File: src/rtl/alu_result_display.sv
// Four-digit multiplexed seven-segment display for ALU results (add/sub/mul/div).
// Build option: define LEADING_ZERO_BLANK_EN to blank a zero tens digit for ADD/MUL.
module alu_result_display #(
    parameter int CLKS_PER_DIGIT = 50000
) (
    input  logic       clk,
    input  logic       rst,
    input  logic [3:0] result,
    input  logic       flag,
    input  logic [1:0] op,
    input  logic       result_valid,
    output logic [3:0] an,
    output logic [6:0] seg
);

    localparam int CW = $clog2(CLKS_PER_DIGIT);
    localparam logic [CW-1:0] CNT_LAST = CW'(CLKS_PER_DIGIT - 1);

    // Symbol codes: 0..15 are numeric values (10..15 render as 'E').
    localparam logic [4:0] SYM_BLANK = 5'd16;
    localparam logic [4:0] SYM_DASH  = 5'd17;
    localparam logic [4:0] SYM_E     = 5'd18;
    localparam logic [4:0] SYM_R     = 5'd19;
    localparam logic [4:0] SYM_C     = 5'd20;
    localparam logic [4:0] SYM_O     = 5'd21;

    localparam logic [1:0] OP_ADD = 2'b00;
    localparam logic [1:0] OP_SUB = 2'b01;
    localparam logic [1:0] OP_MUL = 2'b10;
    localparam logic [1:0] OP_DIV = 2'b11;

    logic [CW-1:0] cnt_q, cnt_d;
    logic [1:0]    dig_q, dig_d;
    logic [3:0]    res_q;
    logic          flag_q;
    logic [1:0]    op_q;
    logic          shown_q;
    logic [3:0]    an_q, an_d;
    logic [6:0]    seg_q, seg_d;

    logic [4:0]    sym [4];
    logic [4:0]    sel_sym;
    logic [3:0]    ones;
    logic [3:0]    tens;
    logic [3:0]    neg_mag;

    function automatic logic [6:0] glyph(input logic [4:0] s);
        logic [6:0] g;
        case (s)
            5'd0:     g = 7'b1000000;
            5'd1:     g = 7'b1111001;
            5'd2:     g = 7'b0100100;
            5'd3:     g = 7'b0110000;
            5'd4:     g = 7'b0011001;
            5'd5:     g = 7'b0010010;
            5'd6:     g = 7'b0000010;
            5'd7:     g = 7'b1111000;
            5'd8:     g = 7'b0000000;
            5'd9:     g = 7'b0010000;
            SYM_DASH: g = 7'b0111111;
            SYM_R:    g = 7'b0101111;
            SYM_C:    g = 7'b1000110;
            SYM_O:    g = 7'b0100011;
            SYM_E,
            5'd10, 5'd11, 5'd12, 5'd13, 5'd14, 5'd15:
                      g = 7'b0000110;
            default:  g = 7'b1111111;
        endcase
        return g;
    endfunction

    assign ones    = (res_q >= 4'd10) ? (res_q - 4'd10) : res_q;
    assign tens    = (res_q >= 4'd10) ? 4'd1 : 4'd0;
    assign neg_mag = 4'd0 - res_q;

    always_comb begin
        sym[0] = SYM_BLANK;
        sym[1] = SYM_BLANK;
        sym[2] = SYM_BLANK;
        sym[3] = SYM_BLANK;
        case (op_q)
            OP_ADD, OP_MUL: begin
                sym[0] = {1'b0, ones};
`ifdef LEADING_ZERO_BLANK_EN
                sym[1] = (tens == 4'd0) ? SYM_BLANK : {1'b0, tens};
`else
                sym[1] = {1'b0, tens};
`endif
                if (flag_q) begin
                    sym[3] = (op_q == OP_ADD) ? SYM_C : SYM_O;
                end
            end
            OP_SUB: begin
                // A set flag means the result is a negative two's-complement value.
                if (flag_q) begin
                    sym[0] = {1'b0, neg_mag};
                    sym[1] = SYM_DASH;
                end else begin
                    sym[0] = {3'b000, res_q[1:0]};
                end
            end
            default: begin
                if (flag_q) begin
                    sym[3] = SYM_E;
                    sym[2] = SYM_R;
                    sym[1] = SYM_R;
                end else begin
                    sym[2] = {3'b000, res_q[1:0]};
                    sym[1] = SYM_R;
                    sym[0] = {3'b000, res_q[3:2]};
                end
            end
        endcase
    end

    always_comb begin
        sel_sym = shown_q ? sym[dig_q] : SYM_BLANK;
        an_d    = ~(4'b0001 << dig_q);
        seg_d   = glyph(sel_sym);
        if (cnt_q == CNT_LAST) begin
            cnt_d = '0;
            dig_d = dig_q + 2'd1;
        end else begin
            cnt_d = cnt_q + CW'(1);
            dig_d = dig_q;
        end
    end

    always_ff @(posedge clk or posedge rst) begin
        if (rst) begin
            cnt_q   <= '0;
            dig_q   <= 2'd0;
            res_q   <= 4'd0;
            flag_q  <= 1'b0;
            op_q    <= 2'd0;
            shown_q <= 1'b0;
            an_q    <= 4'b1111;
            seg_q   <= 7'b1111111;
        end else begin
            cnt_q <= cnt_d;
            dig_q <= dig_d;
            an_q  <= an_d;
            seg_q <= seg_d;
            if (result_valid) begin
                res_q   <= result;
                flag_q  <= flag;
                op_q    <= op;
                shown_q <= 1'b1;
            end
        end
    end

    assign an  = an_q;
    assign seg = seg_q;

endmodule

File: config.mk
export PLATFORM = sky130hd
export DESIGN_NAME = alu_result_display
export DESIGN_NICKNAME = d
export VERILOG_FILES = /design/src/rtl/alu_result_display.sv
export SDC_FILE = /design/constraint.sdc
export NUM_CORES = 1
export LEC_CHECK = 0
export ABC_AREA = 1
export CAP_MARGIN = 20
export CORE_UTILIZATION = 57
export CTS_CLUSTER_DIAMETER = 150
export DETAILED_ROUTE_END_ITERATION = 16
export GPL_ROUTABILITY_DRIVEN = 0
export GPL_TIMING_DRIVEN = 0
export PLACE_DENSITY = 0.79
export SETUP_SLACK_MARGIN = 0.02
export SLEW_MARGIN = 5
export SYNTH_ARGS = -nofsm -noshare
export SYNTH_HDL_FRONTEND = slang
export SYNTH_SLANG_ARGS = --single-unit
export TNS_END_PERCENT = 1
File: constraint.sdc
create_clock -name clk -period 2.42 [get_ports clk]
set_input_delay 0.484 -clock clk [delete_from_list [all_inputs] [get_ports clk]]
set_output_delay 0.484 -clock clk [all_outputs]
set_load 0.1 [all_outputs]
=== Word level (Yosys, flattened, before mapping) ===
Memory sizes are Yosys's and may differ from the RTL's. A register that Yosys moved wholly into a read port is not among the register bits.
Index checks and enable logic that the tools add are counted.

* Register bits after elaboration: 30
* Latch bits: 0
* Bits in writable memories: 0
* Bits in read-only memories: 224
* Input bits: 10
* Output and inout bits: 11
* Logic and storage cells: 40
* Memories: 1

{| class="wikitable"
|+ Memories
! name !! words !! bits a word !! rd ports !! clocked after Yosys merged registers in !! write ports !! RTL line !! source
|-
| (no name shown) || 32 || 7 || 1 || 1 || 0 || 49 || <nowiki>case (s)</nowiki>
|}

* $add $sub $neg: 4
* $mul: 0
* Div/mod/pow operators: 0
* Order comparisons: 2
* Equality and inequality tests: 3
* Shift-type cells: 1
* Muxes and demuxes: 17
* Bitwise logic cells: 2
* Reduce and logical (&&, ||, !) cells: 3

{| class="wikitable"
|+ Operators by type and width
! operator !! number
|-
| $mux W5 || 6
|-
| $pmux W10 S2 || 1
|-
| $add A16 B1 Y16 const B || 1
|-
| $eq A16 B16 Y1 const B || 1
|-
| $mux W16 || 1
|-
| $bmux W5 S2 || 1
|-
| $pmux W5 S2 || 1
|-
| $mux W4 || 2
|-
| $ge A4 B4 Y1 const B || 1
|-
| $not A4 Y4 || 1
|-
| $shl A1 B2 Y4 const A || 1
|-
| $sub A1 B4 Y4 const A || 1
|-
| $sub A4 B4 Y4 const B || 1
|-
| $ge A3 B3 Y1 const B || 1
|-
| $mux W1 || 3
|-
| $mux W3 || 1
|-
| $not A2 Y3 || 1
|-
| $reduce_or A3 Y1 || 1
|-
| $add A2 B1 Y2 const B || 1
|-
| $eq A2 B1 Y1 const B || 1
|-
| $eq A2 B2 Y1 const B || 1
|-
| $logic_not A2 Y1 || 1
|-
| $mux W2 || 1
|-
| $reduce_or A2 Y1 || 1
|}

=== Depth between registers and ports, before layout ===
* Depth after elaboration: 8
* Gate-level depth with buffers: 16
* Gate-level depth less buffers: 16

=== Least setup slack after synthesis ===
Ideal clock, no wire load.

* Kind: reg-to-reg
* Start: register res_q[1]
* End: register seg_q[4], in the netlist seg[4]
* Library setup time: 0.058 ns
* Arrival time: 1.773 ns
* Required time: 2.362 ns
* Path slack: 0.589 ns
* Cell stages (with the launch flop): 15
* Period minus slack after synthesis: 1.831 ns
* Cells stage by stage: dfrtp_1 > inv_1 > ha_1 > nor3_1 > nor2_1 > nand2_1 > nand2_1 > nand3_1 > ha_1 > nor2_1 > a21oi_1 > nand2_1 > nand3_1 > nand2_1 > inv_1

* Longest elaborated chain between the ends: 7
* Elaborated cells between the ends (all ways): 13
* Those cells by class: 2 x add/sub; 1 x order compare; 10 x mux

{| class="wikitable"
|+ RTL lines
! item !! RTL line !! source
|-
| start: declaration || 34 || <nowiki>logic [3:0] res_q;</nowiki>
|-
| start signal: assignment || 145 || <nowiki>res_q <= result;</nowiki>
|-
| $sub A1 B4 Y4 (tied with other cells) || 74 || <nowiki>assign neg_mag = 4'd0 - res_q;</nowiki>
|-
| $mux W4 (tied with other cells) || 95 || <nowiki>if (flag_q) begin</nowiki>
|-
| $pmux W10 S2 || 81 || <nowiki>case (op_q)</nowiki>
|-
| $bmux W5 S2 * || 117 || <nowiki>sel_sym = shown_q ? sym[dig_q] : SYM_BLANK;</nowiki>
|-
| $mux W5 (not written as such) * (2 in a row) || 117 ||
|-
| $mux W5 * || 117 ||
|-
| end: declaration || 39 || <nowiki>logic [6:0] seg_q, seg_d;</nowiki>
|}

Every way passes the cells marked *; elsewhere a longest branch is shown, timed or not. The select of a mux whose other input is x is not followed.
A chain may end at the register's enable or synchronous reset.

=== Worst setup path after layout ===
* Start: register seg_q[0], in the netlist seg[0]
* End: output port seg[0]

{| class="wikitable"
|+ RTL lines
! item !! RTL line !! source
|-
| end: declaration || 13 || <nowiki>output logic [6:0] seg</nowiki>
|}

No word-level cell between the ends.

==> summary.md <==
| Metric | Value |
|---|---|
| Synthesized area per cell | `just under 8 um2` |
| Die Y | `65.1 um` |
| Kind of start point of the critical path | `flop` |
| Number of nets in the layout | `337` |
| Total power of the final layout | `1.70 mW` |
| Crit share post-route | `0.883` |
| Classification of the worst setup path | `reg2out` |
| TritonCTS clock tree | `done` |
| Highest ir drop seen on vdd | `603 uV` |
| Worst max-slew margin expressed relative to the limit | `0.359` |
| Total routed wirelength | `4140 um` |
| Area growth from synthesis to final layout | `14.7%` |
| Outcome | `completed` |
| Number of nets with antenna violations after routing | `0` |
| Chain of cells forming the critical path | `dlygate4sd2_1` |
| Via count normalized by instance count | `between 5 and 6` |
| Sinks on the clock net | `37` |
| Clock Skew | `0.0115 ns` |
| Min-delay worst type | `reg2reg` |
| Number of buffers inserted by hold repair at cts | `0` |
| Clock Root Buffer | `sky130_fd_sc_hd__clkbuf_8` |
| Final number of max-transition violations | `0` |
| Distinct cell type count of the synthesized netlist | `31` |
| Max Freq | `468 MHz` |
| Final setup violation count | `0` |
| Overall fraction of global-route tracks in use | `0.221` |
| Path length in cells of the critical path | `1` |
| Worst Hold Path EP | `cnt_q[0]$_DFF_PP0_` |
| Launch point of the worst hold path | `cnt_q[0]$_DFF_PP0_` |
| Via Count | `1854` |
| Synth Warn # | `0` |
| Share of flip-flops with an asynchronous set or reset after synthesis | `1.00` |
| Global-route wire length before repair | `7120 um` |
| Launch instance of the worst register-to-register path | `res_q[1]$_DFFE_PP0P_` |
| Post-Synthesis Net Count | `310` |
| Synthesized instance count | `286` |
| Slowest cell on the critical path | `sky130_fd_sc_hd__dlygate4sd2_1` |
| Number of top-level pins | `21` |
| Initial DRC count | `roughly 110` |
| Dominant delay contributor by cell family on the critical path | `buffers and inverters` |
| Level count of the clock H-tree | `2` |
| Multi-input combinational cell area | `1140 um2` |
| Clock slew at reported path FFs | `0.08 ns` |
| Endpoints failing hold | `0` |
| Setup slack on the worst flop-to-flop path | `approximately 0.29 ns` |
| Total inserted antenna cells | `0` |
| CP endpoint kind | `primary output` |
| Shortest clock period the worst path allows after layout | `roughly 2.1 ns` |
| Leakage power figure | `1.29 nW` |
| Core area | `3740 um2` |
| Stage delay of the slowest cell on the critical path | `0.85 ns` |
| Number of iterations in the first detailed-routing pass | `5` |
| Arrival time of the worst setup path | `1.65 ns` |
| Drc violations | `0` |
| Pin slew with the least headroom to its limit | `0.965 ns` |
| Total of max-cap violations | `0` |
| Worst EP required | `1.94 ns` |
| Cell count of the worst reg-to-reg path | `14` |
| Via count of the first global-routing pass | `between 1500 and 2000` |
| Share of final-layout standard cells stronger than drive strength 1 | `0.178` |
| Number of clock buffers inserted by TritonCTS | `5` |
| Post-cts repair resize count | `11` |
| Clk buf depth | `2` |
| Most used flip-flop cell after synthesis | `sky130_fd_sc_hd__dfrtp_1` |
| Post-CTS setup repair buffer count | `0` |
| Number of fill cells in the layout | `328` |
| Rows | `22` |
| Pin count of the biggest net entering global routing | `38` |
| Worst-Skew Late Latency | `approximately 0.29 ns` |
| Number of synthesized flops with an enable pin | `0` |
| Die Span X | `65.1 um` |
| Global route total overflow | `0` |
| Unrepaired setup endpoints after global routing | `no` |
| Wire per inst | `between 10 and 15 um` |
| Area enclosed by the die boundary | `4240 um2` |
| Hold Path Cell Cnt | `1` |
| Power density over the cells | `roughly 650 nW/um2` |
| Register cell area after layout | `940 um2` |
| Buf+Inv Stages, Crit Path | `1` |
| Detailed placement HPWL | `3080 um` |
| Seq/Total Area, Yosys | `0.414` |
| Max FO, Critical Path | `1` |
| Flop and latch count out of synthesis | `37` |
| Starting utilization of the core area | `0.606` |
| Syn Std Cell Area | `2270 um2` |
| Port Buffer Count | `20` |
| Endpoint of the worst-slack reg-to-reg timing path | `seg[4]$_DFF_PP1_` |
| Antenna violations before repair | `0` |
| Summed negative setup slack over all endpoints | `0 ns` |
## metal layers
metal / up-vias / global-route usage / part of all wire
met5: - / 0 / 0
met4: 0 / 0.0978 / 0.016
met3: 8 / 0.0538 / 0.040
met2: 44 / 0.374 / 0.48
met1: 848 / 0.267 / 0.47
li1: 954 / - / -
## flip-flops by register name, indices dropped and copies added, names as in the netlist
register  flops
an            4
cnt_q        16
dig_q         2
flag_q        1
op_q          2
res_q         4
seg           7
shown_q       1
## Yosys cell counts, types with 2 or more instances
library cell              number  share of area
sky130_fd_sc_hd__nand2_1      69           0.11
sky130_fd_sc_hd__inv_1        38          0.063
sky130_fd_sc_hd__dfrtp_1      26           0.29
sky130_fd_sc_hd__nand3_1      22          0.049
sky130_fd_sc_hd__nor2_1       21          0.035
sky130_fd_sc_hd__ha_1         14          0.077
sky130_fd_sc_hd__o21ai_0      13          0.029
sky130_fd_sc_hd__dfstp_2      11           0.13
sky130_fd_sc_hd__inv_2         8          0.013
sky130_fd_sc_hd__nand2_2       8          0.022
sky130_fd_sc_hd__nand4_1       8          0.022
sky130_fd_sc_hd__xor2_1        8          0.031
sky130_fd_sc_hd__nor2_2        7          0.019
sky130_fd_sc_hd__a21oi_1       5          0.011
sky130_fd_sc_hd__nor3_1        4         0.0088
sky130_fd_sc_hd__nand3_2       3          0.013
sky130_fd_sc_hd__nor2_4        3          0.015
sky130_fd_sc_hd__nor4_1        3         0.0083
sky130_fd_sc_hd__nor3b_1       2         0.0066
sky130_fd_sc_hd__xnor2_1       2         0.0077
## power breakdown
group	leakage, nW	switching [mW]	internal (mW)
Clock	0.0439	0.225	0.199
Combinational	0.795	0.442	0.129
Sequential	0.446	0.0195	0.687
Total	1.29	0.687	1.01
## metrics by stage
step	cell area, um2	utilization	setup slack (ns)	cells	hold slack, ns
3_3_place_gp	2530	0.676	0.303	354	0.476
5_1_grt	2600	0.695	0.0622	362	0.528
3_5_place_dp	2530	0.676	0.305	354	0.483
2_1_floorplan	2270	-	0.589	286	0.453
6_report	2600	0.695	0.284	362	0.486
4_1_cts	2600	0.695	0.267	362	0.494
## cells by family (layout without fill, tap and decap cells)
logic type	Yosys count	after routing	share of synthesized area
simple gates	153	153	0.324
buf+inv	49	77	0.0838
flops	37	37	0.414
compound gates	23	23	0.0623
fa+ha+maj	14	14	0.0772
xor+xnor	10	10	0.0386
## how the worst max path moves through the flow
stage | startpoint | endpoint | slack, ns
6_report | seg[0]$_DFF_PP1_ | seg[0] | 0.28
5_1_grt | res_q[1]$_DFFE_PP0P_ | seg[4]$_DFF_PP1_ | 0.06
4_1_cts | seg[0]$_DFF_PP1_ | seg[0] | 0.27
3_5_place_dp | seg[0]$_DFF_PP1_ | seg[0] | 0.31
3_3_place_gp | rst | res_q[3]$_DFFE_PP0P_ | 0.30
2_1_floorplan | res_q[1]$_DFFE_PP0P_ | seg[4]$_DFF_PP1_ | 0.59
## area by class of cell
class | count | area share
Clock inverter | 3 | 0.00673
Sequential cell | 37 | 0.361
Timing Repair Buffer | 20 | 0.0716
Inverter | 47 | 0.0688
Buffer | 2 | 0.00433
Clock buffer | 5 | 0.0264
Tap cell | 48 | 0.0231
Multi-Input combinational cell | 200 | 0.438
## cells in the final DEF, fill, tap and decap left out, drive strengths merged, types with 6 or more instances in the layout
master         Yosys  routed
a21oi              7       7
clkbuf             1       6
clkdlybuf4s50      0       9
dfrtp             26      26
dfstp             11      11
dlygate4sd2        0      11
ha                14      14
inv               47      47
nand2             77      77
nand3             25      25
nand4              9       9
nor2              31      31
o21ai             13      13
xor2               8       8
No activity file was read; power rests on OpenSTA's default activity.
